===== config.mk =====
export PLATFORM = sky130hd
export DESIGN_NAME = io_timer_bank
export DESIGN_NICKNAME = d
export VERILOG_FILES = /design/src/rtl/io_timer_pkg.sv /design/src/rtl/io_timer_channel.sv /design/src/rtl/io_timer_bank.sv
export SDC_FILE = /design/constraint.sdc
export NUM_CORES = 1
export LEC_CHECK = 0
export ABC_CLOCK_PERIOD_IN_PS = 12500
export CELL_PAD_IN_SITES_DETAIL_PLACEMENT = 1
export CELL_PAD_IN_SITES_GLOBAL_PLACEMENT = 1
export CORE_MARGIN = 5
export CORE_UTILIZATION = 26
export DETAILED_ROUTE_END_ITERATION = 8
export PLACE_DENSITY_LB_ADDON = 0.1
export SYNTH_ARGS = -nofsm -noshare
export SYNTH_HDL_FRONTEND = slang
export SYNTH_SLANG_ARGS = --single-unit

===== constraint.sdc =====
create_clock -name clk -period 12.5 [get_ports clk]
set_clock_uncertainty 0.2 [all_clocks]
set_input_delay 1.25 -clock clk [delete_from_list [all_inputs] [get_ports clk]]
set_output_delay 1.25 -clock clk [all_outputs]
set_load 0.03 [all_outputs]

===== src/rtl/io_timer_pkg.sv =====
// io_timer_pkg: shared constants, types and helpers for the io_timer bank.
//   - register window layout (byte offsets relative to ADDRBASE)
//   - config byte bit positions
//   - legal limits for NUM_TIMERS / COUNTER_WIDTH
//   - lane_write(): resolves which byte (if any) the two write lanes put
//     at a given window offset.
package io_timer_pkg;

  localparam int MIN_TIMERS        = 1;
  localparam int MAX_TIMERS        = 4;
  localparam int MIN_COUNTER_WIDTH = 9;
  localparam int MAX_COUNTER_WIDTH = 16;

  localparam int WINDOW_BYTES = 40;

  // Bank-level byte registers.
  localparam logic [15:0] OFF_IRQ_EN   = 16'd0;
  localparam logic [15:0] OFF_IRQ_PEND = 16'd1;

  // Channel n lives at CH_STRIDE*(n+1); these are offsets inside a channel.
  localparam logic [15:0] CH_STRIDE = 16'd8;
  localparam logic [15:0] CH_CFG    = 16'd0;
  localparam logic [15:0] CH_CNT    = 16'd2;
  localparam logic [15:0] CH_RLD    = 16'd4;
  localparam logic [15:0] CH_CMP    = 16'd6;

  // Config byte layout.
  localparam int CFG_RUN     = 0;
  localparam int CFG_ONESHOT = 1;
  localparam int CFG_CMP_EN  = 2;
  localparam int CFG_P_LSB   = 4;

  typedef struct packed {
    logic [3:0] p;
    logic       cmp_en;
    logic       oneshot;
    logic       run;
  } timer_cfg_t;

  // One byte-wide access result: hit flag plus the byte.
  typedef struct packed {
    logic       hit;
    logic [7:0] data;
  } byte_wr_t;

  // Lane 0 carries wdata[7:0] to off0, lane 1 carries wdata[15:8] to off1.
  // The two lanes always target different bytes, so at most one can hit.
  function automatic byte_wr_t lane_write(input logic [15:0] target,
                                          input logic [1:0]  en,
                                          input logic [15:0] off0,
                                          input logic [15:0] off1,
                                          input logic [15:0] wdata);
    byte_wr_t r;
    r = '0;
    if (en[0] && (off0 == target)) begin
      r.hit  = 1'b1;
      r.data = wdata[7:0];
    end else if (en[1] && (off1 == target)) begin
      r.hit  = 1'b1;
      r.data = wdata[15:8];
    end
    return r;
  endfunction

endpackage


===== src/rtl/io_timer_channel.sv =====
// io_timer_channel: one timer channel (prescaler, counter, reload, compare).
// Ports:
//   clk, reset             - clock, asynchronous active-high reset
//   cfg_we / cfg_wdata     - config byte write
//   *_we[1:0] / *_wdata    - per-byte writes for counter, reload, compare
//                            ([0] low byte, [1] high byte)
//   cfg_rdata              - config byte as it reads back (unused bits 0)
//   cnt, rld, cmp          - current register values
//   ovf_evt, cmp_evt       - single-cycle event pulses for the pending logic
module io_timer_channel
  import io_timer_pkg::*;
#(
  parameter int COUNTER_WIDTH = 16
) (
  input  logic                     clk,
  input  logic                     reset,
  input  logic                     cfg_we,
  input  logic [7:0]               cfg_wdata,
  input  logic [1:0]               cnt_we,
  input  logic [15:0]              cnt_wdata,
  input  logic [1:0]               rld_we,
  input  logic [15:0]              rld_wdata,
  input  logic [1:0]               cmp_we,
  input  logic [15:0]              cmp_wdata,
  output logic [7:0]               cfg_rdata,
  output logic [COUNTER_WIDTH-1:0] cnt,
  output logic [COUNTER_WIDTH-1:0] rld,
  output logic [COUNTER_WIDTH-1:0] cmp,
  output logic                     ovf_evt,
  output logic                     cmp_evt
);

  localparam int CW = COUNTER_WIDTH;

  timer_cfg_t    cfg_q, cfg_d;
  logic [15:0]   presc_q, presc_d, presc_last;
  logic [CW-1:0] cnt_q, cnt_d, rld_q, rld_d, cmp_q, cmp_d, tick_val;
  logic          tick, wrap;

  // Config bit 3 has no function.
  logic unused_cfg_bit;
  assign unused_cfg_bit = cfg_wdata[3];

  // Byte-wise overlay of CPU write data onto a register value.
  function automatic logic [CW-1:0] merge(input logic [CW-1:0] cur,
                                          input logic [1:0]    we,
                                          input logic [15:0]   wd);
    logic [CW-1:0] r;
    r = cur;
    if (we[0]) r[7:0]    = wd[7:0];
    if (we[1]) r[CW-1:8] = wd[CW-1:8];
    return r;
  endfunction

  always_comb begin
    presc_last = (16'd1 << cfg_q.p) - 16'd1;
    tick       = cfg_q.run && (presc_q == presc_last);
    wrap       = &cnt_q;
    tick_val   = wrap ? rld_q : cnt_q + CW'(1);
    ovf_evt    = tick && wrap;
    cmp_evt    = tick && cfg_q.cmp_en && (tick_val == cmp_q);

    // A CPU byte write overrides only the byte it targets.
    cnt_d = merge(tick ? tick_val : cnt_q, cnt_we, cnt_wdata);
    rld_d = merge(rld_q, rld_we, rld_wdata);
    cmp_d = merge(cmp_q, cmp_we, cmp_wdata);

    presc_d = (tick || !cfg_q.run) ? 16'd0 : presc_q + 16'd1;

    cfg_d = cfg_q;
    if (ovf_evt && cfg_q.oneshot) cfg_d.run = 1'b0;
    if (cfg_we) begin
      cfg_d.run     = cfg_wdata[CFG_RUN];
      cfg_d.oneshot = cfg_wdata[CFG_ONESHOT];
      cfg_d.cmp_en  = cfg_wdata[CFG_CMP_EN];
      cfg_d.p       = cfg_wdata[CFG_P_LSB +: 4];
      presc_d       = 16'd0;
    end
  end

  always_ff @(posedge clk or posedge reset) begin
    if (reset) begin
      cfg_q   <= '0;
      presc_q <= '0;
      cnt_q   <= '0;
      rld_q   <= '0;
      cmp_q   <= '1;
    end else begin
      cfg_q   <= cfg_d;
      presc_q <= presc_d;
      cnt_q   <= cnt_d;
      rld_q   <= rld_d;
      cmp_q   <= cmp_d;
    end
  end

  assign cfg_rdata = {cfg_q.p, 1'b0, cfg_q.cmp_en, cfg_q.oneshot, cfg_q.run};
  assign cnt       = cnt_q;
  assign rld       = rld_q;
  assign cmp       = cmp_q;

endmodule


===== src/rtl/io_timer_bank.sv =====
// io_timer_bank: bank of NUM_TIMERS memory-mapped timers with a shared
// interrupt enable / pending pair, in a 40-byte window at ADDRBASE.
// Ports:
//   clk, reset        - clock, asynchronous active-high reset
//   dread_addr        - byte address of 16-bit read (low byte at address)
//   dread_data        - registered read data, valid one cycle later
//   dwrite_addr/data  - write address and data (low byte to dwrite_addr)
//   dwrite_en[1:0]    - byte enables for dwrite_addr / dwrite_addr+1
//   interrupt         - OR of (pending AND enable)
module io_timer_bank
  import io_timer_pkg::*;
#(
  parameter logic [15:0] ADDRBASE      = 16'h0030,
  parameter int          NUM_TIMERS    = 4,
  parameter int          COUNTER_WIDTH = 16
) (
  input  logic        clk,
  input  logic        reset,
  input  logic [15:0] dread_addr,
  output logic [15:0] dread_data,
  input  logic [15:0] dwrite_addr,
  input  logic [15:0] dwrite_data,
  input  logic [1:0]  dwrite_en,
  output logic        interrupt
);

  localparam int EW = 2 * NUM_TIMERS;
  localparam int CW = COUNTER_WIDTH;

  logic [15:0]           woff0, woff1, roff0, roff1;
  logic [EW-1:0]         en_q, en_d, pend_q, pend_d, hw_set, w1c;
  logic [NUM_TIMERS-1:0] ovf_evt, cmp_evt;
  logic [7:0]            ch_cfg [NUM_TIMERS];
  logic [CW-1:0]         ch_cnt [NUM_TIMERS];
  logic [CW-1:0]         ch_rld [NUM_TIMERS];
  logic [CW-1:0]         ch_cmp [NUM_TIMERS];
  logic [15:0]           rd_d, dread_data_q;
  byte_wr_t              en_wr, pend_wr, rd0, rd1, fw0, fw1;

  // Window-relative offsets; addresses below ADDRBASE wrap to large values
  // and therefore decode as unmapped.
  assign woff0 = dwrite_addr - ADDRBASE;
  assign woff1 = dwrite_addr + 16'd1 - ADDRBASE;
  assign roff0 = dread_addr - ADDRBASE;
  assign roff1 = dread_addr + 16'd1 - ADDRBASE;

  for (genvar n = 0; n < NUM_TIMERS; n++) begin : g_ch
    localparam logic [15:0] CB = 16'(n + 1) * CH_STRIDE;
    byte_wr_t cfg_w, cnt_l, cnt_h, rld_l, rld_h, cmp_l, cmp_h;
    assign cfg_w = lane_write(CB + CH_CFG,        dwrite_en, woff0, woff1, dwrite_data);
    assign cnt_l = lane_write(CB + CH_CNT,        dwrite_en, woff0, woff1, dwrite_data);
    assign cnt_h = lane_write(CB + CH_CNT + 16'd1, dwrite_en, woff0, woff1, dwrite_data);
    assign rld_l = lane_write(CB + CH_RLD,        dwrite_en, woff0, woff1, dwrite_data);
    assign rld_h = lane_write(CB + CH_RLD + 16'd1, dwrite_en, woff0, woff1, dwrite_data);
    assign cmp_l = lane_write(CB + CH_CMP,        dwrite_en, woff0, woff1, dwrite_data);
    assign cmp_h = lane_write(CB + CH_CMP + 16'd1, dwrite_en, woff0, woff1, dwrite_data);

    io_timer_channel #(.COUNTER_WIDTH(CW)) u_ch (
      .clk       (clk),
      .reset     (reset),
      .cfg_we    (cfg_w.hit),
      .cfg_wdata (cfg_w.data),
      .cnt_we    ({cnt_h.hit, cnt_l.hit}),
      .cnt_wdata ({cnt_h.data, cnt_l.data}),
      .rld_we    ({rld_h.hit, rld_l.hit}),
      .rld_wdata ({rld_h.data, rld_l.data}),
      .cmp_we    ({cmp_h.hit, cmp_l.hit}),
      .cmp_wdata ({cmp_h.data, cmp_l.data}),
      .cfg_rdata (ch_cfg[n]),
      .cnt       (ch_cnt[n]),
      .rld       (ch_rld[n]),
      .cmp       (ch_cmp[n]),
      .ovf_evt   (ovf_evt[n]),
      .cmp_evt   (cmp_evt[n])
    );
  end

  // Byte read decode; hit marks a mapped byte (eligible for forwarding).
  function automatic byte_wr_t reg_read(input logic [15:0] off);
    byte_wr_t    r;
    logic [15:0] ch_idx;
    r      = '0;
    ch_idx = (off >> 3) - 16'd1;
    if (off == OFF_IRQ_EN) begin
      r.hit  = 1'b1;
      r.data = 8'(en_q);
    end else if (off == OFF_IRQ_PEND) begin
      r.hit  = 1'b1;
      r.data = 8'(pend_q);
    end else if ((off >= CH_STRIDE) && (off < 16'(WINDOW_BYTES))) begin
      for (int n = 0; n < NUM_TIMERS; n++) begin
        if (ch_idx == 16'(n)) begin
          case (off[2:0])
            3'(CH_CFG):       begin r.hit = 1'b1; r.data = ch_cfg[n];              end
            3'(CH_CNT):       begin r.hit = 1'b1; r.data = ch_cnt[n][7:0];         end
            3'(CH_CNT + 16'd1): begin r.hit = 1'b1; r.data = 8'(ch_cnt[n][CW-1:8]); end
            3'(CH_RLD):       begin r.hit = 1'b1; r.data = ch_rld[n][7:0];         end
            3'(CH_RLD + 16'd1): begin r.hit = 1'b1; r.data = 8'(ch_rld[n][CW-1:8]); end
            3'(CH_CMP):       begin r.hit = 1'b1; r.data = ch_cmp[n][7:0];         end
            3'(CH_CMP + 16'd1): begin r.hit = 1'b1; r.data = 8'(ch_cmp[n][CW-1:8]); end
            default: ;
          endcase
        end
      end
    end
    return r;
  endfunction

  always_comb begin
    rd0  = reg_read(roff0);
    rd1  = reg_read(roff1);
    fw0  = lane_write(roff0, dwrite_en, woff0, woff1, dwrite_data);
    fw1  = lane_write(roff1, dwrite_en, woff0, woff1, dwrite_data);
    // A byte written in the same cycle reads back as the incoming data.
    rd_d = {(rd1.hit && fw1.hit) ? fw1.data : rd1.data,
            (rd0.hit && fw0.hit) ? fw0.data : rd0.data};

    en_wr   = lane_write(OFF_IRQ_EN,   dwrite_en, woff0, woff1, dwrite_data);
    pend_wr = lane_write(OFF_IRQ_PEND, dwrite_en, woff0, woff1, dwrite_data);

    hw_set = '0;
    for (int n = 0; n < NUM_TIMERS; n++) begin
      hw_set[2*n]   = ovf_evt[n];
      hw_set[2*n+1] = cmp_evt[n];
    end

    w1c    = pend_wr.hit ? pend_wr.data[EW-1:0] : '0;
    en_d   = en_wr.hit ? en_wr.data[EW-1:0] : en_q;
    // Hardware set is OR-ed after the clear so it wins a same-cycle W1C.
    pend_d = (pend_q & ~w1c) | hw_set;
  end

  always_ff @(posedge clk or posedge reset) begin
    if (reset) begin
      en_q         <= '0;
      pend_q       <= '0;
      dread_data_q <= '0;
    end else begin
      en_q         <= en_d;
      pend_q       <= pend_d;
      dread_data_q <= rd_d;
    end
  end

  assign dread_data = dread_data_q;
  assign interrupt  = |(en_q & pend_q);

endmodule

### After elaboration in Yosys (flattened, before gate mapping)

Cells that the tools add are included.

| word-level totals | value |
|---|---|
| input bits | 52 |
| logic and storage cells | 411 |
| register bits after elaboration | 316 |

| operators by class | value |
|---|---|
| bitwise gates (word level) | 4 |
| reductions and logical operators | 121 |
| add/subtract/negate cells | 20 |
| equal/unequal tests | 90 |
| muxes and demuxes | 121 |
| order comparisons | 4 |
| shifts and indexed selects | 4 |

Operator list:

| cell | count |
|---|---|
| 2-to-1 mux 9 bit | 78 |
| case mux 9 bit (7 select lines) | 8 |
| == test 16 x 5 -> 1 bit, second input constant | 28 |
| 2-to-1 mux 16 bit | 16 |
| == test 16 x 4 -> 1 bit, second input constant | 14 |
| == test 16 x 6 -> 1 bit, second input constant | 14 |
| == test 16 bit | 12 |
| adder 16 x 1 -> 16 bit, second input constant | 10 |
| == test 16 x 1 -> 1 bit, second input constant | 6 |
| zero test 16 bit | 6 |
| logical AND 1 bit | 88 |
| 2-to-1 mux 8 bit | 11 |
| == test 16 x 2 -> 1 bit, second input constant | 4 |
| AND reduction 16 bit | 4 |
| << shifter 1 x 4 -> 16 bit, first input constant | 4 |
| subtractor 16 x 1 -> 16 bit, second input constant | 4 |
| subtractor 16 x 6 -> 16 bit, second input constant | 4 |
| greater-or-equal comparator 16 x 4 -> 1 bit, second input constant | 2 |
| < comparator 16 x 6 -> 1 bit, second input constant | 2 |
| subtractor 13 x 1 -> 14 bit, second input constant | 2 |
| == test 3 bit, second input constant | 8 |
| nonzero test 2 bit | 12 |
| bitwise AND 8 bit | 2 |
| == test 3 x 2 -> 1 bit, second input constant | 4 |
| 7 further kinds | 21 |

### Logic depth before layout (Yosys ltp)

| depth | value |
|---|---|
| depth after elaboration | 16 |
| mapped depth | 16 |
| depth with buffers taken out | 12 |

### Modules after synthesis

Synthesis repeated with hierarchy kept, for this count alone.

| second synthesis, totals | value |
|---|---|
| cells, all modules | 3,592 |
| area total of the unflattened synthesis | 29,525.8 um2 |

By module, submodules not included:

| module | times used | area each (um2) | cells each | sequential area each (um2) |
|---|---|---|---|---|
| io_timer_channel | 4 | 4,529.3 | 486 | 1,796.7 |
| io_timer_bank | 1 | 11,408.4 | 1,648 | 800.8 |

### Worst setup path before layout

Ideal clock, no wire load.

| timing path | value |
|---|---|
| path type | in2reg |
| start point | input dread_addr[4] |
| end point | register dread_data_q[10] (netlist: dread_data[10]) |
| path slack | 7.761 ns |
| arrival time | 4.414 ns |
| setup time | 0.125 ns |
| stages on the path | 13 |
| cell sequence | clkbuf_1 -> clkbuf_1 -> inv_1 -> ha_1 -> and4_1 -> or4_4 -> and2_4 -> o211ai_2 -> a31oi_2 -> or4_4 -> a21oi_2 -> buf_6 -> mux2_4 |

| on the way | value |
|---|---|
| longest elaborated chain between the ends | 16 |

Ends and longest elaborated chain:

| what | line | text |
|---|---|---|
| start, declared | io_timer_bank.sv:19 | `input logic [15:0] dread_addr,` |
| adder 16 x 1 -> 16 bit * | io_timer_bank.sv:45 | `assign roff1 = dread_addr + 16'd1 - ADDRBASE;` |
| subtractor 16 x 6 -> 16 bit * | io_timer_bank.sv:45 |  |
| subtractor 13 x 1 -> 14 bit | io_timer_bank.sv:83 | `ch_idx = (off >> 3) - 16'd1;` |
| zero test 16 bit | io_timer_bank.sv:92 | `if (ch_idx == 16'(n)) begin` |
| 2-to-1 mux 9 bit | io_timer_bank.sv:92 |  |
| case mux 9 bit (7 select lines) | io_timer_bank.sv:93 | `case (off[2:0])` |
| 2-to-1 mux 9 bit | io_timer_bank.sv:92 |  |
| case mux 9 bit (7 select lines) | io_timer_bank.sv:93 |  |
| 2-to-1 mux 9 bit | io_timer_bank.sv:92 |  |
| case mux 9 bit (7 select lines) | io_timer_bank.sv:93 |  |
| 2-to-1 mux 9 bit | io_timer_bank.sv:92 |  |
| 2-to-1 mux 9 bit | io_timer_bank.sv:90 | `end else if ((off >= CH_STRIDE) && (off < 16'(WINDOW_BYTES))) begin` |
| 2-to-1 mux 9 bit | io_timer_bank.sv:87 | `end else if (off == OFF_IRQ_PEND) begin` |
| 2-to-1 mux 9 bit | io_timer_bank.sv:84 | `if (off == OFF_IRQ_EN) begin` |
| logical AND 1 bit | io_timer_bank.sv:115 | `rd_d = {(rd1.hit && fw1.hit) ? fw1.data : rd1.data,` |
| 2-to-1 mux 8 bit * | io_timer_bank.sv:115 |  |
| named net rd_d[10] | io_timer_bank.sv:37 | `logic [15:0] rd_d, dread_data_q;` |
| end signal, assigned | io_timer_bank.sv:141 | `dread_data_q <= rd_d;` |
| end, declared | io_timer_bank.sv:37 |  |

The timed path passes the listed nets; every way through them passes the cells marked *.
A chain may end at the register's enable or synchronous reset.

### Worst setup path in the final report

| timing path | value |
|---|---|
| start point | input dread_addr[1] |
| end point | register dread_data_q[14] (netlist: dread_data[14]) |

| on the way | value |
|---|---|
| longest elaborated chain between the ends | 16 |

Ends and longest elaborated chain:

| what | line |
|---|---|
| adder 16 x 1 -> 16 bit * | io_timer_bank.sv:45 |
| subtractor 16 x 6 -> 16 bit * | io_timer_bank.sv:45 |
| subtractor 13 x 1 -> 14 bit (tied with other cells) | io_timer_bank.sv:83 |
| zero test 16 bit / case mux 9 bit (7 select lines) (equally long branches) | io_timer_bank.sv:92, io_timer_bank.sv:93 |
| 2-to-1 mux 9 bit | io_timer_bank.sv:92 |
| case mux 9 bit (7 select lines) | io_timer_bank.sv:93 |
| 2-to-1 mux 9 bit | io_timer_bank.sv:92 |
| case mux 9 bit (7 select lines) | io_timer_bank.sv:93 |
| 2-to-1 mux 9 bit | io_timer_bank.sv:92 |
| case mux 9 bit (7 select lines) | io_timer_bank.sv:93 |
| 2-to-1 mux 9 bit | io_timer_bank.sv:92 |
| 2-to-1 mux 9 bit | io_timer_bank.sv:90 |
| 2-to-1 mux 9 bit | io_timer_bank.sv:87 |
| 2-to-1 mux 9 bit | io_timer_bank.sv:84 |
| logical AND 1 bit | io_timer_bank.sv:115 |
| 2-to-1 mux 8 bit * | io_timer_bank.sv:115 |
| named net rd_d[14] | io_timer_bank.sv:37 |

Marked as above.

==> out/results.tsv <==
metric	value	unit
required	12850	ps
cap_viol_max_count	0	
drtIter0Drc	3028	
r2r-end	g_ch[2].u_ch.cnt[2]$_DFFE_PP0P_	
worstHoldEndpoint	g_ch[0].u_ch.presc_q[0]$_DFF_PP0_	
viasPerCell	5.84	
critPathKind	in -> reg	
ir_worst_vdd	92.1	uV
cts_buffer_depth	3	
die_h	331	um
worstMarginPinSlew	1270	ps
slew-limit-headroom	0.153	
yosys.area.top_type	dfrtp_1	
p_leak	12.2	nW
firstDrtPassIters	9	
wl	139000	um
yosysMostFrequentCell	nor2_1	
finalCritPeriodShare	0.470	
regToRegSetupSlack	7330	ps
hpwl	97700	um
clk_latency	660	ps
grt_overflow	0	
setup_viol	0	
cts_hold_buf	0	
final_area	30100	um2
cts.repair.resized	0	
fin_setup_tns	0	ps
crit_arrival	6220	ps
crit_fanout	48	
finalMaxSlewViolations	0	
start_kind	primary input	
io_pins	69	
track_usage	0.246	
start_util	0.263	
avgSynthCellArea	7.96	um2
drc	0	
io_buffers	68	
routedWlPerCell	29.7	um
min-delay-start	g_ch[0].u_ch.presc_q[0]$_DFF_PP0_	
vias	27300	
cts_tree	built	
ys_seq_area_frac	0.298	
synth_edf_count	0	
ff2ff_path_depth	12	
ys_warn_count	0	
ant_nets	0	
grt_max_degree	111	
grt_pass1_vias	27700	
die_x	331	um
drive_gt1_frac	0.106	
placed_cell_area	28600	um2
end_kind	register	
cts-buffers-inserted	46	
syn_to_final_growth	12.2	%
synth.area.top_cells	dfrtp_1, dfstp_2, mux2i_1, nor2_1, a21oi_1	
grt_pass1_wl	201000	um
antenna_found_initial	7	
clk_pin_slew	60	ps
synthArstFlopShare	1.00	
clockRootBuffer	clkbuf_16	
synth_top_area_share	0.235	
netlist_area	26800	um2
p_per_area	102	nW/um2
routabilityCongestion	0.941	
cts_setup_buffers	0	
finalHoldViolCount	0	
outcome	finished, final reports clean	
hold_depth	1	
clock.fmax	170	MHz
dieArea	110000	um2
cts.sinks	316	
timing.rr.start	g_ch[2].u_ch.cfg_rdata[5]$_DFFE_PP0N_	
rows	117	
syn_inst	3367	
hp-class	reg -> reg	
synth_seq_cells	316	
synthTopCellsByCount	nor2_1, nand2_1, a21oi_1	
final.min_clock_period	5870	ps
syn-num-nets	3452	
cts_max_level	2	
fillCellCount	12100	
core_area	102000	um2
fin_nets	3349	
synth_cell_types	107	
synthFlopType	dfrtp_1	
rsz0062_at_grt	false	
-- final cells by class --
class | count | area, um2 | area share
Clock inverter | 18 | 243 | 0.00807
Antenna cell | 1 | 2.50 | 0.0000832
Tap cell | 1368 | 1710 | 0.0569
Inverter | 63 | 244 | 0.00811
Multi-Input combinational cell | 2701 | 17500 | 0.582
Timing Repair Buffer | 136 | 1110 | 0.0368
Sequential cell | 316 | 7990 | 0.266
Clock buffer | 68 | 1280 | 0.0427
-- power by group --
group	leakage [nW]	switching, mW	internal [mW]
logic	7.50	0.408	0.185
clock network	0.726	0.573	0.783
registers	3.97	0.0690	1.05
-- layout by cell type (no fill, tap or decap), types with 14 or more instances in the layout --
cell type	instances
mux2i_1	167
and2_1	19
a21o_1	22
clkbuf_1	17
clkbuf_16	46
nor2_1	406
nand2_1	303
a21oi_1	279
a22o_1	20
or4_1	17
nand4_1	37
dfstp_2	64
o22ai_1	33
o21ai_0	151
xor2_1	141
nand3_1	141
nor3_1	56
o211ai_1	34
a222oi_1	42
ha_1	28
a22oi_1	104
buf_4	68
and4_1	14
xnor2_1	148
a211oi_1	25
nor2b_1	18
clkdlybuf4s50_1	51
nor4_1	30
a31oi_1	49
and3_1	49
mux2_2	58
inv_1	61
buf_2	17
dfrtp_1	252
a221oi_1	25
or3_1	24
-- stage by stage --
step                power [mW]  setup WS, ps  hold slack [ps]  cells   util
floorplan                 1.48          2410              275   3367      -
global placement          1.72          6130              321   4584  0.280
detailed placement        1.73          6080              330   4584  0.280
CTS                       3.10          6740              338   4670  0.295
global route              3.20          6400              357   4671  0.295
finish                    3.07          6630              326   4671  0.295
-- registers in the layout (all words and copies together) (netlist names) --
signal / flops
dread_data: 16
en_q: 8
g_ch.u_ch.cfg_rdata: 28
g_ch.u_ch.cmp: 64
g_ch.u_ch.cnt: 64
g_ch.u_ch.presc_q: 64
g_ch.u_ch.rld: 64
pend_q: 8
-- layer usage --
metal | routed length (um) | vias up | track usage | share of wire
met2 | 61400 | 966 | 0.389 | 0.44
met3 | 8020 | 245 | 0.0354 | 0.058
li1 | - | 12100 | - | -
met4 | 5240 | 6 | 0.0831 | 0.038
met1 | 64000 | 14000 | 0.345 | 0.46
met5 | 48 | - | 0 | 0.00035
-- worst max-delay path by stage --
stage	cells after the start	end	start
after floorplan	1	dread_data[0]$_DFF_PP0_	reset
after global placement	13	dread_data[14]$_DFF_PP0_	dread_addr[1]
after detailed placement	11	g_ch[3].u_ch.rld[11]$_DFFE_PP0P_	dwrite_addr[4]
after CTS	11	g_ch[3].u_ch.rld[12]$_DFFE_PP0P_	dwrite_addr[4]
after global routing	13	dread_data[14]$_DFF_PP0_	dread_addr[1]
final	13	dread_data[14]$_DFF_PP0_	dread_addr[1]
-- cell families after synthesis --
kind of cell	share of synthesized area
buf+inv	0.0507
simple gates	0.223
xor+xnor	0.0970
mux	0.0873
flops	0.298
compound gates	0.229
fa+ha+maj	0.0154
-- worst max-delay path: stages --
cell	delay [ps]
clkdlybuf4s50_1	600
ha_1	410
ha_4	670
buf_4	590
xor2_1	200
nand4_1	130
nor3_1	260
nand2_1	80
or4_1	480
or4_4	470
a21oi_2	580
o21bai_2	240
a2bb2oi_1	170
(Power assumes the default switching activity.)
